$ cat config.mk
export PLATFORM = sky130hd
export DESIGN_NAME = adc_input_axi_write_flat
export DESIGN_NICKNAME = d
export VERILOG_FILES = /design/src/rtl/adc_input_axi_write_if.sv /design/src/rtl/adc_input_axi_write.sv /design/src/flat_wrapper.sv
export SDC_FILE = /design/constraint.sdc
export NUM_CORES = 1
export LEC_CHECK = 0
export CAP_MARGIN = 20
export CELL_PAD_IN_SITES_DETAIL_PLACEMENT = 0
export CELL_PAD_IN_SITES_GLOBAL_PLACEMENT = 2
export CORE_MARGIN = 4
export CORE_UTILIZATION = 25
export CTS_CLUSTER_SIZE = 16
export DETAILED_ROUTE_END_ITERATION = 8
export HOLD_SLACK_MARGIN = 0.06
export PLACE_DENSITY_LB_ADDON = 0.1
export SYNTH_ARGS = -nofsm -noshare
export SYNTH_HDL_FRONTEND = slang
export SYNTH_SLANG_ARGS = --single-unit
$ cat constraint.sdc
create_clock -name ACLK -period 1.5 [get_ports ACLK]
set_input_delay 0.225 -clock ACLK [delete_from_list [all_inputs] [get_ports ACLK]]
set_output_delay 0.225 -clock ACLK [all_outputs]
set_load 0.02 [all_outputs]
$ cat src/rtl/adc_input_axi_write_if.sv
// adc_input_axi_write_if: AXI4-Lite write-channel bundle between a master and the ADC write slave
interface adc_input_axi_write_if;
  logic [31:0] AWADDR;
  logic        AWVALID;
  logic        AWREADY;
  logic [31:0] WDATA;
  logic [3:0]  WSTRB;
  logic        WVALID;
  logic        WREADY;
  logic [1:0]  BRESP;
  logic        BVALID;
  logic        BREADY;
  modport master (
    output AWADDR, AWVALID, WDATA, WSTRB, WVALID, BREADY,
    input  AWREADY, WREADY, BRESP, BVALID
  );
  modport slave (
    input  AWADDR, AWVALID, WDATA, WSTRB, WVALID, BREADY,
    output AWREADY, WREADY, BRESP, BVALID
  );
endinterface

$ cat src/rtl/adc_input_axi_write.sv
// adc_input_axi_write: AXI4-Lite write slave holding the ADC core control/config registers
module adc_input_axi_write #(
  parameter logic [31:0] C_BASEADDR    = 32'd0,
  parameter logic [31:0] C_HIGHADDR    = 32'd0,
  parameter logic [31:0] C_DSIZE_RESET = 32'd1024
) (
  input  logic                 ACLK,
  input  logic                 ARESET,
  adc_input_axi_write_if.slave s,
  output logic                 cr_test,
  output logic [31:0]          dsize,
  output logic                 sr_pc_clr
);
  typedef enum logic [1:0] {S_IDLE, S_WR, S_RESP} state_t;
  state_t      state;
  logic        aw_held, w_held, awready, wready, bvalid;
  logic [31:0] addr, wdata;
  logic [3:0]  wstrb;
  logic        aw_hs, w_hs, unused_high;
  assign aw_hs       = s.AWVALID && awready;
  assign w_hs        = s.WVALID && wready;
  assign s.AWREADY   = awready;
  assign s.WREADY    = wready;
  assign s.BVALID    = bvalid;
  assign s.BRESP     = 2'b00;
  assign unused_high = ^C_HIGHADDR;
  // collect AW/W in any order, commit for one cycle, then hold the response until BREADY
  always_ff @(posedge ACLK) begin
    if (ARESET) begin
      state     <= S_IDLE;
      aw_held   <= 1'b0;
      w_held    <= 1'b0;
      awready   <= 1'b1;
      wready    <= 1'b1;
      bvalid    <= 1'b0;
      addr      <= '0;
      wdata     <= '0;
      wstrb     <= '0;
      cr_test   <= 1'b0;
      dsize     <= C_DSIZE_RESET;
      sr_pc_clr <= 1'b0;
    end else begin
      sr_pc_clr <= 1'b0;
      case (state)
        S_IDLE: begin
          if (aw_hs) begin
            addr    <= s.AWADDR;
            aw_held <= 1'b1;
            awready <= 1'b0;
          end
          if (w_hs) begin
            wdata  <= s.WDATA;
            wstrb  <= s.WSTRB;
            w_held <= 1'b1;
            wready <= 1'b0;
          end
          if ((aw_held || aw_hs) && (w_held || w_hs)) begin
            state   <= S_WR;
            awready <= 1'b0;
            wready  <= 1'b0;
          end
        end
        S_WR: begin
          if (addr == C_BASEADDR && wstrb[0]) cr_test <= wdata[0];
          sr_pc_clr <= addr == C_BASEADDR + 32'd4 && wstrb[0] && wdata[0];
          if (addr == C_BASEADDR + 32'd8)
            for (int i = 0; i < 4; i++)
              if (wstrb[i]) dsize[8*i +: 8] <= wdata[8*i +: 8];
          aw_held <= 1'b0;
          w_held  <= 1'b0;
          bvalid  <= 1'b1;
          state   <= S_RESP;
        end
        S_RESP: begin
          if (s.BREADY) begin
            bvalid  <= 1'b0;
            awready <= 1'b1;
            wready  <= 1'b1;
            state   <= S_IDLE;
          end
        end
        default: state <= S_IDLE;
      endcase
    end
  end
endmodule

$ cat src/flat_wrapper.sv
// flat-port wrapper written by rule: the top's interface ports become plain ports
module adc_input_axi_write_flat 
#(
  parameter logic [31:0] C_BASEADDR    = 32'd0,
  parameter logic [31:0] C_HIGHADDR    = 32'd0,
  parameter logic [31:0] C_DSIZE_RESET = 32'd1024
)
  (ACLK, ARESET, cr_test, dsize, sr_pc_clr, s_AWADDR, s_AWVALID, s_WDATA, s_WSTRB, s_WVALID, s_BREADY, s_AWREADY, s_WREADY, s_BRESP, s_BVALID);
  adc_input_axi_write_if s_i ();
  input  logic ACLK;
  input  logic ARESET;
  output logic cr_test;
  output logic [31:0] dsize;
  output logic sr_pc_clr;
  input wire logic [$bits(s_i.AWADDR)-1:0] s_AWADDR;
  input wire logic [$bits(s_i.AWVALID)-1:0] s_AWVALID;
  input wire logic [$bits(s_i.WDATA)-1:0] s_WDATA;
  input wire logic [$bits(s_i.WSTRB)-1:0] s_WSTRB;
  input wire logic [$bits(s_i.WVALID)-1:0] s_WVALID;
  input wire logic [$bits(s_i.BREADY)-1:0] s_BREADY;
  output wire logic [$bits(s_i.AWREADY)-1:0] s_AWREADY;
  output wire logic [$bits(s_i.WREADY)-1:0] s_WREADY;
  output wire logic [$bits(s_i.BRESP)-1:0] s_BRESP;
  output wire logic [$bits(s_i.BVALID)-1:0] s_BVALID;
  assign s_i.AWADDR = s_AWADDR;
  assign s_i.AWVALID = s_AWVALID;
  assign s_i.WDATA = s_WDATA;
  assign s_i.WSTRB = s_WSTRB;
  assign s_i.WVALID = s_WVALID;
  assign s_i.BREADY = s_BREADY;
  assign s_AWREADY = s_i.AWREADY;
  assign s_WREADY = s_i.WREADY;
  assign s_BRESP = s_i.BRESP;
  assign s_BVALID = s_i.BVALID;
  adc_input_axi_write #(.C_BASEADDR(C_BASEADDR), .C_HIGHADDR(C_HIGHADDR), .C_DSIZE_RESET(C_DSIZE_RESET)) u_core (.ACLK(ACLK), .ARESET(ARESET), .s(s_i), .cr_test(cr_test), .dsize(dsize), .sr_pc_clr(sr_pc_clr));
endmodule
==> results of run 1 <==
cell type report:
type	instances	area, µm²
inverter	1	3.75
sequential	109	2190
fill	1782	10400
tap	220	275
multi-input combinational	357	1950
clock inverter	1	30.0
timing repair buffer	149	1570
clock buffer	15	258
final timing paths:
| kind | from | endpoint | cells after the start |
|---|---|---|---|
| setup / recovery | u_core.addr[26] | u_core.dsize[7] | 5 |
| hold / removal | ARESET | u_core.addr[17] | 2 |
| setup reg to reg | u_core.addr[26] | u_core.dsize[7] | 5 |
| hold reg to reg | u_core.addr[5] | u_core.addr[5] | 2 |
sequential cells by signal, summed over array words and instances, names as in the netlist:
signal and cells:
u_core.addr 32, u_core.dsize 32, u_core.wdata 32, u_core.wstrb 4, u_core.state 2, u_core.aw_held 1
u_core.cr_test 1, u_core.s.AWREADY 1, u_core.s.BVALID 1, u_core.s.WREADY 1, u_core.sr_pc_clr 1, u_core.w_held 1
where the power goes:
| part | internal, W | switching, W | total (W) | leakage (nW) |
|---|---|---|---|---|
| clock network | 0.00135 | 0.00101 | 0.00235 | 0.138 |
| registers | 0.00307 | 0.000117 | 0.00318 | 0.890 |
| logic | 0.000728 | 0.000739 | 0.00147 | 1.29 |
timing repair:
action | in CTS | in global routing
resized for setup | 51 | 25
hold buffers | 0 | 0
cloned | 1 | 4
pin swaps | 0 | 7
setup endpoints to repair | 71 | 74
routing by layer:
layer / global-route usage (%) / up-vias / wire length (µm)
met1: 17.0 / 1919 / 6180
met4: 3.14 / 0 / 149
met3: 4.48 / 9 / 614
li1: - / 2022 / -
met2: 23.1 / 84 / 6700
met5: 0 / - / 0
cells by family after synthesis:
kind of cell / count (synthesis) / share of synthesized area, %
other: 1 / 0.0875
AND/OR/NAND/NOR: 209 / 22.7
flip-flops: 109 / 50.9
AO/OA/AOI/OAI: 146 / 19.4
buffers and inverters: 48 / 6.95
placed cells by master (no fill, tap or decap), drive strengths merged, types with 2 or more instances in the layout:
cell	instances
o21ba	2
o21ai	4
nor2b	2
nor2	3
nand3	2
clkbuf	18
and3	2
and4	2
and2	4
o31ai	31
conb	2
nand4	34
nor4	9
a21oi	105
buf	38
nand3b	2
clkdlybuf4s50	71
nand2b	2
dlygate4sd2	37
nor4b	2
nand2	145
dfxtp	109
stage by stage:
step           area [µm²]  utilization, %  power, W
2_1_floorplan        4290               -   0.00390
3_3_place_gp         5750            34.4   0.00451
3_5_place_dp         5750            34.4   0.00452
4_1_cts              6080            36.4   0.00696
5_1_grt              6280            37.6   0.00742
6_report             6280            37.6   0.00700
worst reg2reg max path, cell delays in order, from the launching register on:
cell	delay, ns
dfxtp_2	0.33
nor4_4	0.36
nand4_4	0.21
clkbuf_16	0.24
o31ai_1	0.27
a21oi_1	0.09
==> metrics.cfg, run 1 <==
[yosys]
yosysMostFrequentCell = nand2_1
ys.flop_type = dfxtp_1
yosysUniqueCellTypes = 31
yosysWarnings = 0
synthCells = 513
async_flop_share_pct = 0
ys_seq_area_share_pct = 50.9
yosysTopAreaCellShare_pct = 50.9
synthTopCellsByArea = dfxtp_1 (51%), nand2_1 (13%), a21oi_1 (12%)
synth_top_cell_by_area = dfxtp_1
synth_edf_count = 0
syn_avg_cell_area_um2 = 8.35
synth_common_cells = nand2_1 (145), dfxtp_1 (109), a21oi_1 (105)
synth-seq-cells = 109
syn_area_um2 = 4290

[placed_design]
dpl.cell_count = 831
gp_congestion = 0.719
portBuffers = 109
pre_cts_ws_ns = -0.242
dp_hpwl_mm = 9.11

[outcome]
outcome = finished, violations left
violations = negative setup slack

[clock_network]
cts_max_level = 3
post-cts-setup-buffers = 0
clock_sinks = 109
clockBufferDepth = 2
cts_tree = done
cts_made_buffers = 9
cts_root_buf = clkbuf_16
clkLatencyLatePin_ns = 0.35
clk_transition_reported_paths_ns = 0.07

[sta]
finalSetupViolations = 33
slew_violations = 0
max-slew-margin-rel_pct = 61.1
setup_tns_ns = -2.77
finalHoldViolations = 0
fmax_mhz = 619
period_needed_ns = 1.61
setup_ws_ns = -0.114
clock_skew_ns = 0.00828
worstMarginPinSlew_ns = 0.583
fin_crit_sh_pct = 108
rsz0062_at_grt = yes
whs_ns = 0.381

[run]
drv_cap = 0

[worst_setup_path]
cpPeakStageDelay_ns = 0.36
cp_top_family = simple AND/OR/NAND/NOR gates
end_kind = flop
worstSetupPathType = reg2reg
worstPathCellList = nor4_4 > nand4_4 > clkbuf_16 > o31ai_1 > a21oi_1
cp.arrival_ns = 1.84
path_max_fanout = 16
slowest_stage = nor4_4
crit_buf_inv = 1
crit_required_ns = 1.73
r2r_setup_slack_ns = -0.11
worst_setup_path_start_kind = flop

[die]
start_util_pct = 25.7
dieWidth_um = 139
boundaryPins = 112
die_height_um = 139
core_area_um2 = 16700
rows = 47
dieArea_um2 = 19300

[global_route]
grt.total_usage_pct = 13.7
grt_pass1_vias = 4138
grt_max_degree = 50
grt_pass1_wl_mm = 21.4
antenna_found_initial = 0
grt_overflow_total = 0

[pwr]
p_leak_nw = 2.32
ir_worst_vdd_uv = 535
p_per_area_nw_per_um2 = 1120

[layout]
nNetsFinal = 700
finalNonFillerCells = 852
area_growth_pct = 46.5
antenna_cells = 0
post_route_cells_drive_above_1_share_pct = 12.8

[hold_path]
worstHoldPathType = in2reg

[detailed_routing]
drc = 0
avgViaCountPerCell = 4.73
routed_wl_mm = 13.6
vias = 4034
drtAntennaViolNets = 0
dr.pass1.iters = 4
first_iter_violations = 189
wl_per_cell_um = 16.0

No activity file was read; power rests on OpenSTA's default activity.
==> inputs of run 2 (changes only) <==
--- a/config.mk
+++ b/config.mk
@@ -8,7 +8,7 @@
 export CAP_MARGIN = 20
 export CELL_PAD_IN_SITES_DETAIL_PLACEMENT = 0
 export CELL_PAD_IN_SITES_GLOBAL_PLACEMENT = 2
-export CORE_MARGIN = 4
+export CORE_MARGIN = 5
 export CORE_UTILIZATION = 25
 export CTS_CLUSTER_SIZE = 16
 export DETAILED_ROUTE_END_ITERATION = 8
==> run 2 against run 1 <==
Against the previous run:
- the run still ends with negative setup slack left
- global-route usage decreased by 0.35 points
- register-to-register slack worse by 0.03 ns
- clock skew decreased by 0.0023 ns
- first-iteration DRC count down 20%
- largest cell class unchanged
- critical path type unchanged
- maximum frequency shrank 2.0%
==> metrics.cfg, run 2 (synthesized netlist as in run 1, its figures left out) <==
[placed_design]
portBuffers = 109  ; unchanged
dpl-instance-area_um2 = 5710  ; -0.74%
gp_congestion = 0.710  ; -1.3%
pre_cts_ws_ns = -0.145  ; +0.0965 ns
dp_hpwl_mm = 9.21  ; +1.1%

[pwr]
switchingPower_w = 0.00189  ; +1.8%
clockPowerShare_pct = 35.5  ; +1.9 points
p_int_w = 0.00517  ; +0.52%
ir_worst_vdd_uv = 576  ; +7.7%
power_w = 0.00706  ; +0.86%
p_per_area_nw_per_um2 = 1130  ; +1.2%
power_frac_comb_pct = 19.3  ; -1.7 points
switching_share_pct = 26.8  ; +0.25 points
seq_power_share_pct = 45.2  ; -0.3 points
p_leak_nw = 2.30  ; -0.90%

[detailed_routing]
avgViaCountPerCell = 4.70  ; -0.64%
dr.pass1.iters = 4  ; unchanged
vias = 3980  ; -1.3%
first_iter_violations = 152  ; -20%
drtAntennaViolNets = 0  ; unchanged
routed_wl_mm = 13.4  ; -1.6%
wl_per_cell_um = 15.9  ; -0.94%
drc = 0  ; unchanged

[sta]
slew_violations = 0  ; unchanged
whs_ns = 0.324  ; -0.0573 ns
setup_tns_ns = -2.98  ; -0.212 ns
finalHoldViolations = 0  ; unchanged
clock_skew_ns = 0.00601  ; -0.00226 ns
fmax_mhz = 607  ; -2.0%
setup_ws_ns = -0.147  ; -0.0324 ns
finalSetupViolations = 33  ; unchanged
fin_crit_sh_pct = 110  ; +2.2 points
rsz0062_at_grt = yes
period_needed_ns = 1.65  ; +0.0324 ns

[clock_network]
clk_transition_reported_paths_ns = 0.07  ; about the same
postCtsHoldBufs = 0  ; unchanged
cts_made_buffers = 9  ; unchanged
clockBufferDepth = 2  ; unchanged
cts_tree = done
cts_max_level = 3  ; unchanged
clkLatencyLatePin_ns = 0.35  ; about the same
cts_root_buf = clkbuf_16
clock_sinks = 109  ; unchanged

[layout]
area_growth_pct = 46.0
mostFrequentLayoutCell = nand2_1
mostFrequentLayoutCells = nand2_1 (144), dfxtp_1 (105), a21oi_1 (104)
reg_top3 = u_core.addr (32), u_core.dsize (32), u_core.wdata (32)
nNetsFinal = 694  ; -0.86%
num-fill-cells = 1747  ; -2.0%
antenna_cells = 0  ; unchanged
post_route_cells_drive_above_1_share_pct = 13.6  ; +0.76 points
design_area_um2 = 6260  ; -0.32%

[die]
dieWidth_um = 141  ; +1.4%
core_area_um2 = 16700  ; unchanged
dieArea_um2 = 19900  ; +2.9%
rows = 47  ; unchanged
boundaryPins = 112  ; unchanged
start_util_pct = 25.7  ; unchanged
die_height_um = 141  ; +1.4%

[worst_setup_path]
end_kind = flop
path_max_fanout = 16  ; unchanged
timing.rr.start = u_core.addr[18]
slowest_stage = dfxtp_1
worstSetupPathType = reg2reg
cpPeakStageDelay_ns = 0.32  ; -0.04 ns
worst_setup_path_start_kind = flop
cp.arrival_ns = 1.88  ; +0.04 ns
crit_start = u_core.addr[18]
crit_required_ns = 1.73  ; about the same
worstPathCellList = nor4_2 > buf_4 > nand4_4 > buf_12 > o31ai_1 > a21oi_1
reg2reg_depth = 6  ; +1

[outcome]
violations = negative setup slack
outcome = finished, violations left

[global_route]
grt.total_usage_pct = 13.3  ; -0.35 points
grt_max_degree = 40  ; -20%
grt_pass1_vias = 3973  ; -4.0%
grt_overflow_total = 0  ; unchanged
grt_pass1_wl_mm = 21.2  ; -0.93%
antenna_found_initial = 0  ; unchanged

[hold_path]
hold_depth = 2  ; unchanged
worstHoldPathType = in2reg
hold_start = ARESET

[run]
drv_cap = 0  ; unchanged

-- run 2: cell types whose count changed in the layout (fill, tap and decap cells not counted), sizes merged --
cell    before  now
buf         38   34
bufinv       1    2
clkbuf      18   12
clkinv       0    3
-- run 2: power by group through the flow --
stage	clock network, W	logic, W	registers [W]
floorplan	0	0.000679	0.00322
global placement	0	0.00121	0.00323
detailed placement	0	0.00122	0.00323
CTS	0.00261	0.00124	0.00317
global route	0.00271	0.00151	0.00321
finish	0.00251	0.00136	0.00319
-- run 2: path summary, 6_finish.rpt --
kind | endpoint | slack, ns
worst max register to register | u_core.dsize[21] | -0.15
worst min-delay path | u_core.addr[17] | 0.32
worst min register to register | u_core.wdata[24] | 0.46
worst max-delay path | u_core.dsize[21] | -0.15
-- run 2: metrics by stage --
step / utilization (%) / cells
floorplan: - / 514
global placement: 34.2 / 827
detailed placement: 34.2 / 827
CTS: 36.0 / 843
global route: 37.5 / 846
finish: 37.5 / 846
-- run 2: metal layers --
| layer | vias to the layer above | GRT usage [%] | share of wire (%) |
|---|---|---|---|
| li1 | 2005 | - | - |
| met1 | 1868 | 17.0 | 43 |
| met2 | 97 | 21.6 | 49 |
| met3 | 10 | 4.57 | 6.1 |
| met4 | 0 | 3.42 | 1.0 |
| met5 | - | 0 | 0 |
-- run 2: worst max-delay path: cells and delay by family (launching register included) --
family,cells,cell delay (ns)
flops,1,0.32
simple gates,2,0.45
buf+inv,2,0.38
compound gates,2,0.38
-- run 2: repair_timing --
item | CTS | global route
pin swaps | 0 | 5
cloned | 0 | 2
resized for setup | 48 | 39
buffers inserted | 0 | 1
endpoints found under the setup margin | 83 | 99
-- run 2: final cells by class --
type	count	area [µm²]	share of cell area, %
Sequential cell	109	2190	35.0
Clock buffer	11	233	3.72
Inverter	1	3.75	0.0600
Clock inverter	5	75.1	1.20
Tap cell	220	275	4.40
Multi-Input combinational cell	357	2020	32.3
Timing Repair Buffer	143	1460	23.4
==> inputs of run 3 (changes only) <==
--- a/config.mk
+++ b/config.mk
@@ -8,12 +8,14 @@
 export CAP_MARGIN = 20
 export CELL_PAD_IN_SITES_DETAIL_PLACEMENT = 0
 export CELL_PAD_IN_SITES_GLOBAL_PLACEMENT = 2
+export CORE_ASPECT_RATIO = 1.5
 export CORE_MARGIN = 5
 export CORE_UTILIZATION = 25
-export CTS_CLUSTER_SIZE = 16
+export CTS_CLUSTER_SIZE = 8
 export DETAILED_ROUTE_END_ITERATION = 8
 export HOLD_SLACK_MARGIN = 0.06
 export PLACE_DENSITY_LB_ADDON = 0.1
+export RECOVER_POWER = 25
 export SYNTH_ARGS = -nofsm -noshare
 export SYNTH_HDL_FRONTEND = slang
 export SYNTH_SLANG_ARGS = --single-unit
==> run 3 against run 2 <==
Against the previous run:
- the run still ends with negative setup slack left
- largest cell class unchanged
- critical path depth is the same
- combinational power is essentially flat
- global-route usage shrank 0.069 points
- sequential share of layout area shrank 0.45 points
- count of clock-buffer cells in the layout is the same
- critical endpoint unchanged
- design area grew 1.2%
- worst hold slack gained 0.065 ns
==> metrics.cfg, run 3 (synthesized netlist as in run 1, its figures left out) <==
[die]
dieArea_um2 = 19900  ; +0.27%
start_util_pct = 25.5  ; -0.21 points
die_height_um = 170  ; +21%
rows = 58  ; +23%
boundaryPins = 112  ; unchanged
dieWidth_um = 117  ; -17%
core_area_um2 = 16800  ; +0.81%

[sta]
setup_ws_ns = -0.189  ; -0.0423 ns
setup_tns_ns = -4.91  ; -1.93 ns
slew_violations = 0  ; unchanged
fin_crit_sh_pct = 113  ; +2.8 points
max-slew-margin-rel_pct = 59.8
finalSetupViolations = 71  ; +120%
period_needed_ns = 1.69  ; +0.0423 ns
rsz0062_at_grt = yes
finalHoldViolations = 0  ; unchanged
fmax_mhz = 592  ; -2.5%
worstMarginPinSlew_ns = 0.602
clock_skew_ns = 0.00859  ; +0.00258 ns

[global_route]
grt_max_degree = 51  ; +28%
grt_pass1_wl_mm = 20.5  ; -3.2%
grt.total_usage_pct = 13.2  ; -0.069 points
grt_pass1_vias = 3913  ; -1.5%
antenna_found_initial = 0  ; unchanged
grt_overflow_total = 0  ; unchanged

[placed_design]
dpl-instance-area_um2 = 5670  ; -0.70%
portBuffers = 109  ; unchanged
pre_cts_ws_ns = -0.200  ; -0.0548 ns
gp_congestion = 0.760  ; +7.1%
dp_hpwl_mm = 9.27  ; +0.68%

[layout]
mostFrequentLayoutCells = nand2_1 (145), dfxtp_1 (106), a21oi_1 (100)
antenna_cells = 0  ; unchanged
mostFrequentLayoutCell = nand2_1
design_area_um2 = 6330  ; +1.2%
nNetsFinal = 693  ; -0.14%
reg_top3 = u_core.addr (32), u_core.dsize (32), u_core.wdata (32)
area_growth_pct = 47.8
post_route_cells_drive_above_1_share_pct = 14.6  ; +1.0 points
num-fill-cells = 1806  ; +3.4%

[worst_setup_path]
path_max_fanout = 8  ; -8
crit_required_ns = 1.72  ; about the same
cpPeakStageDelay_ns = 0.33  ; about the same
cp.arrival_ns = 1.91  ; +0.03 ns
worstSetupPathType = reg2reg
slowest_stage = dfxtp_2
crit_buf_inv = 2  ; unchanged
worst_setup_path_start_kind = flop
end_kind = flop
worstPathCellList = nor4_4 > buf_4 > nand4_4 > clkbuf_16 > o31ai_1 > a21oi_1
cp_top_family = simple AND/OR/NAND/NOR gates

[clock_network]
clockBufferDepth = 2  ; unchanged
clock_sinks = 109  ; unchanged
cts_max_level = 3  ; unchanged
cts_root_buf = clkbuf_16
cts_tree = done
clk_transition_reported_paths_ns = 0.07  ; about the same
postCtsHoldBufs = 0  ; unchanged
cts_made_buffers = 9  ; unchanged
clkLatencyLatePin_ns = 0.34  ; about the same

[outcome]
violations = negative setup slack
outcome = finished, violations left

[pwr]
p_int_w = 0.00512  ; -0.91%
switching_share_pct = 27.0  ; +0.15 points
power_frac_comb_pct = 19.0  ; -0.3 points
clockPowerShare_pct = 35.6  ; about the same
switchingPower_w = 0.00189  ; -0.15%
power_w = 0.00701  ; -0.70%
seq_power_share_pct = 45.4  ; +0.2 points
ir_worst_vdd_uv = 553  ; -3.9%
p_per_area_nw_per_um2 = 1110  ; -1.9%
p_leak_nw = 2.29  ; -0.20%

[detailed_routing]
drtAntennaViolNets = 0  ; unchanged
routed_wl_mm = 13.9  ; +3.3%
first_iter_violations = 87  ; -43%
dr.pass1.iters = 4  ; unchanged
vias = 4036  ; +1.4%
avgViaCountPerCell = 4.84  ; +2.9%
drc = 0  ; unchanged
wl_per_cell_um = 16.6  ; +4.8%

[hold_path]
worstHoldPathType = in2reg

[run]
drv_cap = 0  ; unchanged

[run 3: changes by cell type in the layout (fill, tap and decap cells not counted), sizes merged]
cell    previous run  this run
buf               34        30
clkbuf            12        15
clkinv             3         2
[run 3: power groups by stage]
stage / clock network [W] / logic (W) / registers, W
after floorplan: 0 / 0.000679 / 0.00322
after global placement: 0 / 0.00118 / 0.00323
after detailed placement: 0 / 0.00119 / 0.00323
after CTS: 0.00259 / 0.00120 / 0.00317
after global routing: 0.00270 / 0.00146 / 0.00321
final: 0.00249 / 0.00133 / 0.00319
[run 3: timing repair]
| action | 4_1_cts | 5_1_grt |
|---|---|---|
| endpoints found under the hold margin | 0 | 0 |
| gates cloned | 0 | 4 |
| setup buffers | 0 | 1 |
| gates resized for setup | 44 | 53 |
| endpoints found under the setup margin | 75 | 45 |
| pin swaps | 1 | 21 |
[run 3: metrics by stage]
stage          hold WS (ns)  std cells  utilization, %
3_3_place_gp          0.443        814            33.7
3_5_place_dp          0.447        814            33.7
4_1_cts               0.385        829            35.4
5_1_grt               0.422        834            37.6
2_1_floorplan         0.361        514               -
6_report              0.390        834            37.6
[run 3: area by class of cell]
type | instances | area, µm² | share of cell area [%]
multi-input combinational | 357 | 2110 | 33.3
timing repair buffer | 142 | 1470 | 23.2
sequential | 109 | 2190 | 34.5
inverter | 1 | 3.75 | 0.0593
tap | 210 | 263 | 4.15
clock inverter | 4 | 73.8 | 1.17
clock buffer | 11 | 233 | 3.67
[run 3: worst paths after layout]
check | start | end | slack, ns | depth (start not counted)
setup reg to reg | u_core.addr[12] | u_core.dsize[21] | -0.19 | 6
hold / removal | ARESET | u_core.dsize[6] | 0.39 | 2
setup / recovery | u_core.addr[12] | u_core.dsize[21] | -0.19 | 6
hold reg to reg | u_core.wdata[4] | u_core.wdata[4] | 0.46 | 2
[run 3: worst register-to-register path, delay by kind of cell, from the launching register on]
family	cells	cell delay, ns
buffers and inverters	2	0.42
AO/OA/AOI/OAI	2	0.35
AND/OR/NAND/NOR	2	0.47
flip-flops	1	0.33
[run 3: metal layers]
metal	GRT usage [%]	wire length, µm	up-vias
met5	0	0	-
met2	23.3	7300	87
met1	16.1	5820	1928
met4	4.79	206	0
met3	1.92	541	13
li1	-	-	2008
